File: src/rtl/risc_mgmt_mem_arbiter_pkg.sv
// risc_mgmt_arb_pkg: shared types and limits for the RISC-MGMT memory arbiter
package risc_mgmt_arb_pkg;
  typedef enum logic {IDLE, ACTIVE} arb_state_t;
  localparam int MAX_EXT = 8;
endpackage

File: src/rtl/risc_mgmt_mem_arbiter_if.sv
// risc_mgmt_mem_arbiter_if: extension-side and core-side memory port signals of the arbiter
interface risc_mgmt_mem_arbiter_if #(parameter int N_EXT = 4);
  logic [N_EXT-1:0] ext_mem_ren, ext_mem_wen, ext_mem_busy, ext_exception;
  logic [N_EXT-1:0][31:0] ext_mem_addr, ext_mem_store;
  logic [N_EXT-1:0][3:0] ext_mem_byte_en;
  logic [31:0] ext_mem_load, core_mem_addr, core_mem_store, core_mem_load;
  logic [3:0] core_mem_byte_en;
  logic core_mem_ren, core_mem_wen, core_mem_busy;
  modport slave (
    input ext_mem_ren, ext_mem_wen, ext_mem_addr, ext_mem_store, ext_mem_byte_en, core_mem_busy, core_mem_load,
    output ext_mem_busy, ext_mem_load, ext_exception, core_mem_ren, core_mem_wen, core_mem_addr, core_mem_store, core_mem_byte_en
  );
  modport master (
    output ext_mem_ren, ext_mem_wen, ext_mem_addr, ext_mem_store, ext_mem_byte_en, core_mem_busy, core_mem_load,
    input ext_mem_busy, ext_mem_load, ext_exception, core_mem_ren, core_mem_wen, core_mem_addr, core_mem_store, core_mem_byte_en
  );
endinterface

File: src/rtl/risc_mgmt_mem_arbiter_picker.sv
// rr_priority_picker: combinational round-robin pick of the first requester after last
module rr_priority_picker #(
  parameter int N = 4,
  localparam int W = $clog2(N)
) (
  input  logic [N-1:0] req,
  input  logic [W-1:0] last,
  output logic [W-1:0] gnt_idx,
  output logic         any
);
  logic [W-1:0] start, off;
  logic [N-1:0] rot;
  logic [W:0] sum;
  always_comb begin
    start = (last == W'(N-1)) ? '0 : last + W'(1);
    rot = N'({req, req} >> start);
    off = '0;
    for (int i = N-1; i >= 0; i--) if (rot[i]) off = W'(i);
    sum = {1'b0, start} + {1'b0, off};
    gnt_idx = (sum >= (W+1)'(N)) ? W'(sum - (W+1)'(N)) : sum[W-1:0];
  end
  assign any = |req;
endmodule

File: src/rtl/risc_mgmt_mem_arbiter.sv
// risc_mgmt_mem_arbiter: round-robin share of the core data-memory port among extensions
// Grant is held until the core completes, the requester flushes, or the timeout fires.
module risc_mgmt_mem_arbiter
  import risc_mgmt_arb_pkg::*;
#(
  parameter int N_EXT = 4,
  parameter int TIMEOUT = 64
) (
  input logic CLK,
  input logic nRST,
  risc_mgmt_mem_arbiter_if.slave bus
);
  localparam int GW = $clog2(N_EXT);
  localparam int CW = TIMEOUT > 0 ? $clog2(TIMEOUT + 1) : 1;
  localparam logic [CW-1:0] TLAST = CW'(TIMEOUT > 0 ? TIMEOUT - 1 : 0);
  localparam logic [N_EXT-1:0] ONE = 1;
  if (N_EXT < 2 || N_EXT > MAX_EXT) begin : g_bad_n
    $error("N_EXT out of range");
  end
  arb_state_t state, state_nx;
  logic [GW-1:0] grant, last_grant, pick;
  logic [CW-1:0] cnt;
  logic [N_EXT-1:0] req;
  logic any, active, drive, done, tmo;
  assign req = bus.ext_mem_ren | bus.ext_mem_wen;
  rr_priority_picker #(.N(N_EXT)) u_pick (
    .req(req),
    .last(last_grant),
    .gnt_idx(pick),
    .any(any)
  );
  // A dropped request (flush) removes drive, so the core request falls the same cycle
  always_comb begin
    active = state == ACTIVE;
    drive = active & req[grant];
    done = drive & ~bus.core_mem_busy;
    tmo = (TIMEOUT != 0) & drive & bus.core_mem_busy & (cnt == TLAST);
    state_nx = active ? ((drive & ~tmo & ~done) ? ACTIVE : IDLE) : (any ? ACTIVE : IDLE);
    bus.core_mem_wen = drive & bus.ext_mem_wen[grant];
    bus.core_mem_ren = drive & bus.ext_mem_ren[grant] & ~bus.ext_mem_wen[grant];
    bus.core_mem_addr = drive ? bus.ext_mem_addr[grant] : '0;
    bus.core_mem_store = drive ? bus.ext_mem_store[grant] : '0;
    bus.core_mem_byte_en = drive ? bus.ext_mem_byte_en[grant] : '0;
    bus.ext_mem_busy = req & ~(done ? ONE << grant : '0);
    bus.ext_exception = tmo ? ONE << grant : '0;
  end
  assign bus.ext_mem_load = bus.core_mem_load;
  always_ff @(posedge CLK or negedge nRST)
    if (!nRST) state <= IDLE;
    else state <= state_nx;
  always_ff @(posedge CLK or negedge nRST)
    if (!nRST) begin
      grant <= '0;
      last_grant <= GW'(N_EXT - 1);
      cnt <= '0;
    end else if (!active) begin
      if (any) begin
        grant <= pick;
        cnt <= '0;
      end
    end else begin
      cnt <= (&cnt) ? cnt : cnt + CW'(1);
      if (state_nx == IDLE) last_grant <= grant;
    end
endmodule

File: src/flat_wrapper.sv
// flat-port wrapper written by rule: the top's interface ports become plain ports
module risc_mgmt_mem_arbiter_flat import risc_mgmt_arb_pkg::*;
#(
  parameter int N_EXT = 4,
  parameter int TIMEOUT = 64
)
  (CLK, nRST, bus_ext_mem_ren, bus_ext_mem_wen, bus_ext_mem_addr, bus_ext_mem_store, bus_ext_mem_byte_en, bus_core_mem_busy, bus_core_mem_load, bus_ext_mem_busy, bus_ext_mem_load, bus_ext_exception, bus_core_mem_ren, bus_core_mem_wen, bus_core_mem_addr, bus_core_mem_store, bus_core_mem_byte_en);
  risc_mgmt_mem_arbiter_if #(.N_EXT(N_EXT)) bus_i ();
  input logic CLK;
  input logic nRST;
  input wire logic [$bits(bus_i.ext_mem_ren)-1:0] bus_ext_mem_ren;
  input wire logic [$bits(bus_i.ext_mem_wen)-1:0] bus_ext_mem_wen;
  input wire logic [$bits(bus_i.ext_mem_addr)-1:0] bus_ext_mem_addr;
  input wire logic [$bits(bus_i.ext_mem_store)-1:0] bus_ext_mem_store;
  input wire logic [$bits(bus_i.ext_mem_byte_en)-1:0] bus_ext_mem_byte_en;
  input wire logic [$bits(bus_i.core_mem_busy)-1:0] bus_core_mem_busy;
  input wire logic [$bits(bus_i.core_mem_load)-1:0] bus_core_mem_load;
  output wire logic [$bits(bus_i.ext_mem_busy)-1:0] bus_ext_mem_busy;
  output wire logic [$bits(bus_i.ext_mem_load)-1:0] bus_ext_mem_load;
  output wire logic [$bits(bus_i.ext_exception)-1:0] bus_ext_exception;
  output wire logic [$bits(bus_i.core_mem_ren)-1:0] bus_core_mem_ren;
  output wire logic [$bits(bus_i.core_mem_wen)-1:0] bus_core_mem_wen;
  output wire logic [$bits(bus_i.core_mem_addr)-1:0] bus_core_mem_addr;
  output wire logic [$bits(bus_i.core_mem_store)-1:0] bus_core_mem_store;
  output wire logic [$bits(bus_i.core_mem_byte_en)-1:0] bus_core_mem_byte_en;
  assign bus_i.ext_mem_ren = bus_ext_mem_ren;
  assign bus_i.ext_mem_wen = bus_ext_mem_wen;
  assign bus_i.ext_mem_addr = bus_ext_mem_addr;
  assign bus_i.ext_mem_store = bus_ext_mem_store;
  assign bus_i.ext_mem_byte_en = bus_ext_mem_byte_en;
  assign bus_i.core_mem_busy = bus_core_mem_busy;
  assign bus_i.core_mem_load = bus_core_mem_load;
  assign bus_ext_mem_busy = bus_i.ext_mem_busy;
  assign bus_ext_mem_load = bus_i.ext_mem_load;
  assign bus_ext_exception = bus_i.ext_exception;
  assign bus_core_mem_ren = bus_i.core_mem_ren;
  assign bus_core_mem_wen = bus_i.core_mem_wen;
  assign bus_core_mem_addr = bus_i.core_mem_addr;
  assign bus_core_mem_store = bus_i.core_mem_store;
  assign bus_core_mem_byte_en = bus_i.core_mem_byte_en;
  risc_mgmt_mem_arbiter #(.N_EXT(N_EXT), .TIMEOUT(TIMEOUT)) u_core (.CLK(CLK), .nRST(nRST), .bus(bus_i));
endmodule
File: config.mk
export PLATFORM = sky130hd
export DESIGN_NAME = risc_mgmt_mem_arbiter_flat
export DESIGN_NICKNAME = d
export VERILOG_FILES = /design/src/rtl/risc_mgmt_mem_arbiter_pkg.sv /design/src/rtl/risc_mgmt_mem_arbiter_if.sv /design/src/rtl/risc_mgmt_mem_arbiter_picker.sv /design/src/rtl/risc_mgmt_mem_arbiter.sv /design/src/flat_wrapper.sv
export SDC_FILE = /design/constraint.sdc
export NUM_CORES = 1
export LEC_CHECK = 0
export CAP_MARGIN = 5
export CORE_AREA = 2 2 165 167
export DETAILED_ROUTE_END_ITERATION = 8
export DIE_AREA = 0 0 167 169
export HOLD_SLACK_MARGIN = 0.08
export SLEW_MARGIN = 20
export SYNTH_ARGS = -nofsm -noshare
export SYNTH_HDL_FRONTEND = slang
export SYNTH_SLANG_ARGS = --single-unit
File: constraint.sdc
create_clock -name CLK -period 4.8 [get_ports CLK]
set_input_delay 0.96 -clock CLK [delete_from_list [all_inputs] [get_ports CLK]]
set_output_delay 0.96 -clock CLK [all_outputs]
set_load 0.01 [all_outputs]
Yosys cells after proc, flatten, opt, wreduce, memory -nomap -nowiden
Cells that the tools add are included.
- add/subtract/negate cells: 4
- $mul: 0
- div/mod/pow operators: 0
- order comparisons: 2
- equal/unequal tests: 3
- shift-type cells: 2
- multiplexer cells: 29
- bitwise gates (word level): 18
- reduce and logical (&&, ||, !) cells: 6
- operators by type and width (operator ; count):
    32-bit binary-select mux with 2-bit select ; 2
    32-bit 2-to-1 mux ; 4
    7-bit 2-to-1 mux ; 3
    4-bit 2-to-1 mux ; 4
    2-bit 2-to-1 mux ; 6
    1-bit AND ; 9
    4-bit binary-select mux with 2-bit select ; 1
    8-bit by 2-bit right shift with 4-bit output ; 1
    7-bit by 1-bit adder with 7-bit output, second input constant ; 1
    7-bit by 6-bit == test with 1-bit output, second input constant ; 1
    7-bit AND reduction ; 1
    1-bit binary-select mux with 2-bit select ; 3
    1-bit 2-to-1 mux ; 6
    1-bit NOT ; 6
    2-bit AND reduction ; 3
    4-bit AND ; 1
    4-bit NOT ; 1
    4-bit bitwise OR ; 1
    4-bit OR reduction ; 1
    1-bit by 2-bit << shifter with 4-bit output, first input constant ; 1
    2-bit by 2-bit adder with 3-bit output ; 1
    3-bit >= comparator, second input constant ; 1
    2-bit by 3-bit less-than comparator with 1-bit output, second input constant ; 1
    2-bit by 1-bit adder with 2-bit output, second input constant ; 1
    other kinds (4) ; 4
- register bits after elaboration: 12
- bits in latches: 0
- memory bits (writable): 0
- ROM bits: 0
- bits of input ports: 315
- output and inout port bits: 110
- logic and storage cells: 68
- memories: 0

Longest topological paths before layout
- word-level depth: 13
- gate-level depth with buffers: 5
- mapped depth without buffers: 5

Cells and area by module
Synthesis repeated with hierarchy kept, for this count alone.
- cell total of the unflattened synthesis: 294
- area total of the unflattened synthesis: 3236.9 um^2
- modules (own cells, without submodules) (module ; times used ; cells an instance ; area an instance (um^2) ; sequential area each (um^2)):
    risc_mgmt_mem_arbiter ; 1 ; 280 ; 3138.0 ; 302.8
    rr_priority_picker ; 1 ; 14 ; 98.8 ; 0.0

Worst setup path before layout
OpenSTA, ideal clock, no wires.
- path kind: input -> output
- start: in bus_ext_mem_ren[3]
- end: out bus_ext_mem_busy[0]
- arrival: 2227 ps
- data required time: 3840 ps
- slack: 1613 ps
- stages: 5
- buffers on the path: 2
- cells stage by stage: or2_1 > mux4_2 > buf_2 > buf_6 > a31oi_1
- word-level cells in the longest chain between the ends: 8
- ends and longest elaborated chain (what ; line ; RTL):
    start, declared ; flat_wrapper.sv:11 ; input wire logic [$bits(bus_i.ext_mem_ren)-1:0] bus_ext_mem_ren;
    4-bit bitwise OR ; risc_mgmt_mem_arbiter.sv:25 ; assign req = bus.ext_mem_ren | bus.ext_mem_wen;
    1-bit binary-select mux with 2-bit select ; risc_mgmt_mem_arbiter.sv:35 ; drive = active & req[grant];
    1-bit 2-to-1 mux (not written as such) ; risc_mgmt_mem_arbiter.sv:35 ;
    1-bit AND ; risc_mgmt_mem_arbiter.sv:35 ;
    1-bit AND ; risc_mgmt_mem_arbiter.sv:36 ; done = drive & ~bus.core_mem_busy;
    4-bit 2-to-1 mux ; risc_mgmt_mem_arbiter.sv:44 ; bus.ext_mem_busy = req & ~(done ? ONE << grant : '0);
    4-bit NOT ; risc_mgmt_mem_arbiter.sv:44 ;
    4-bit AND ; risc_mgmt_mem_arbiter.sv:44 ;
    end, declared ; flat_wrapper.sv:18 ; output wire logic [$bits(bus_i.ext_mem_busy)-1:0] bus_ext_mem_busy;
No other way between the ends. The select of a mux whose other input is x is not followed.

Worst setup path in the final report
- start: in bus_ext_mem_wen[0]
- end: out bus_core_mem_store[26]
- word-level cells in the longest chain between the ends: 5
- ends and longest elaborated chain (what ; line ; RTL):
    start, declared ; flat_wrapper.sv:12 ; input wire logic [$bits(bus_i.ext_mem_wen)-1:0] bus_ext_mem_wen;
    4-bit bitwise OR ; risc_mgmt_mem_arbiter.sv:25 ;
    1-bit binary-select mux with 2-bit select ; risc_mgmt_mem_arbiter.sv:35 ;
    1-bit 2-to-1 mux (not written as such) ; risc_mgmt_mem_arbiter.sv:35 ;
    1-bit AND ; risc_mgmt_mem_arbiter.sv:35 ;
    32-bit 2-to-1 mux ; risc_mgmt_mem_arbiter.sv:42 ; bus.core_mem_store = drive ? bus.ext_mem_store[grant] : '0;
    end, declared ; flat_wrapper.sv:24 ; output wire logic [$bits(bus_i.core_mem_store)-1:0] bus_core_mem_store;
No other way between the ends. The select of a mux whose other input is x is not followed.

==> run summary <==
Lkg Pwr -> 2.57 nW
Power Density -> 420 nW/um2
final WL -> 18.4 mm
setup violators final -> 0
RSZ-0062 raised after global routing -> false
# fillers -> 2,761
first-pass GRT wire length -> 26.6 mm
Worst EP required -> 3840 ps
status -> finished, final reports clean
Die Footprint -> 28,200 um2
Post-DP HPWL -> 15.7 mm
xor and xnor area share after synthesis -> 0.00551
reg-to-reg slack, setup -> 2550 ps
DR iter-0 viols -> 166
drt first pass iters -> 4
hold crit path type -> flop to flop
Syn Std Cell Area -> 3180 um2
top-count cell post-synth -> mux4_2
Worst Tran Pin Value -> 704 ps
Synth top cells by count -> 71 x mux4_2, 70 x and3_1, 35 x buf_4, 15 x clkbuf_1, 14 x buf_2
pre-CTS setup slack -> 533 ps
Yosys cell types -> 35
WL per Instance -> 19.7 um
Final Hold Viols -> 0
clk_lat worst skew -> 240 ps
initial antenna violation count -> 4
DR vias/cell -> 4.18
# H-tree levels -> 1
post-synth top area share -> 0.503
critical path launch point type -> input port
post-synthesis mux area share -> 0.510
Synth Area in Compound Gates -> 0.0563
die height -> 169 um
Synth area leaders -> mux4_2 50%, and3_1 14%, buf_4 8.3%, dfrtp_1 7.9%, buf_2 2.2%
Slew Limit Headroom -> 0.531
routed vias -> 3,917
min Tclk post-route -> 4250 ps
pins over their slew limit -> 0
GRT Overall Usage -> 0.122
Setup Buffers After CTS -> 0
setup ws final -> 554 ps
CP Capture Type -> primary output
VDD IR-drop max -> 0.368 mV
Max Clock Skew -> 6.06 ps
setup_tns -> 0 ps
fmax -> 236 MHz
vias in the first global route -> 4,203
Synth warnings -> 0
Post-synth top flop -> dfrtp_1
# IOs -> 425
post-CTS sizing -> 0
Mean Syn Cell Area -> 11.0 um2
Post-synth EDFFs -> 0
Synth area leader -> mux4_2
layout cell share with drive strength beyond 1 -> 0.145
WS Path Type -> input port to primary output
Die W -> 167 um
CTS tree -> yes
crit-path max FO -> 36
total congestion overflow -> 0
cts bufs inserted -> 3
Port Buffers -> 360
synthesized instance count -> 290
Rows -> 60
post-route ant nets -> 0
Clock Tree Root -> clkbuf_16
Worst-path clk slew -> 50 ps
largest family of logic cells by synthesized area -> multiplexers
maxcap violations -> 0
Area Overhead vs Synth -> 119%
Initial Util -> 0.120
FFs w/ async S/R, synth -> 1.00
Adder-Cell Fraction of Synth Area -> 0.00787
#FFs+latches synth -> 12
post-synthesis sequential area ratio -> 0.0952
clk sinks -> 12
DR DRC count -> 0
core area -> 26,500 um2
largest net degree at the start of global routing -> 42
Final nets -> 913
final estimated routing congestion in global placement -> 0.775
worst-case clock buffer depth -> 2
Period Utilization, post-route -> 0.884
Simple-Gate Fraction of Synth Area -> 0.197
Mapped Nets -> 607
Hold Buf Count CTS -> 0
CP arrival -> 3290 ps
through the flow:
stage / hold slack (ps) / util / cells / instance area (um2) / power (W)
floorplan: 490 / - / 290 / 3180 / 0.00168
CTS: 533 / 0.263 / 936 / 6960 / 0.00297
detailed placement: 519 / 0.260 / 932 / 6880 / 0.00280
finish: 529 / 0.263 / 937 / 6960 / 0.00292
global route: 573 / 0.263 / 936 / 6960 / 0.00314
global placement: 515 / 0.260 / 932 / 6880 / 0.00280
where the power goes:
part	leakage, nW	switching (W)	total (W)	internal, W
combinational	2.39	0.000967	0.00247	0.00150
sequential	0.147	0.000149	0.000299	0.000150
clock	0.0382	0.0000430	0.000155	0.000112
total	2.57	0.00116	0.00292	0.00176
cell families after synthesis:
kind of cell    after synthesis
compound gates               24
xor+xnor                      2
fa+ha+maj                     2
buf+inv                      67
flops                        12
mux                          73
simple gates                110
area by class of cell:
class                           count  area [um2]  area share
Clock buffer                        4        78.8      0.0113
Tap cell                          341         427      0.0613
Antenna cell                        1        2.50    0.000360
Multi-Input combinational cell    211        2470       0.355
Sequential cell                    12         312      0.0448
Timing Repair Buffer              367        3670       0.527
Inverter                            1        3.75    0.000539
path summary, 6_finish.rpt:
| check | start | endpoint | cells past startpoint |
|---|---|---|---|
| max | bus_ext_mem_wen[0] | bus_core_mem_store[26] | 6 |
| min | u_core.cnt[0]$_DFFE_PN0P_ | u_core.cnt[0]$_DFFE_PN0P_ | 1 |
| max reg2reg | u_core.active$_DFF_PN0_ | u_core.cnt[3]$_DFFE_PN0P_ | 4 |
| min reg2reg | u_core.cnt[0]$_DFFE_PN0P_ | u_core.cnt[0]$_DFFE_PN0P_ | 1 |
| max in group asynchronous | nRST | u_core.grant[1]$_DFFE_PN0P_ | 1 |
| min in group asynchronous | nRST | u_core.cnt[2]$_DFFE_PN0P_ | 1 |
critical path, stage by stage:
cell             delay, ps
clkdlybuf4s50_1        480
or2_1                  300
mux4_2                 520
buf_4                  260
and3_1                 240
clkdlybuf4s50_1        480
placed cells by master, fill, tap and decap left out, types with 2 or more instances in the layout:
| cell | count |
|---|---|
| clkdlybuf4s50_1 | 360 |
| mux4_2 | 71 |
| and3_1 | 70 |
| nor2_1 | 13 |
| nand2_1 | 7 |
| dfrtp_1 | 7 |
| nor3_1 | 6 |
| buf_4 | 6 |
| nand3_1 | 5 |
| or2_1 | 4 |
| o31a_1 | 4 |
| o21ai_0 | 4 |
| a22o_1 | 4 |
| clkbuf_16 | 3 |
| nand2b_1 | 2 |
| xor2_1 | 2 |
| o31ai_1 | 2 |
| mux2_1 | 2 |
| a21oi_1 | 2 |
| ha_1 | 2 |
| dfrtp_4 | 2 |
| dfstp_2 | 2 |
state kept, by name, summed over array words and instances, names as in the netlist:
name and cells:
u_core.last_grant 2, u_core.grant 2, u_core.active 1, u_core.cnt 7
per-layer routing:
metal	share of wire	vias up	GRT usage
met5	0.0018	-	0
met4	0.013	4	0.0202
met3	0.10	26	0.0397
met2	0.49	220	0.209
met1	0.39	1900	0.152
li1	-	1767	-
Power figures use the tool's default switching activity.
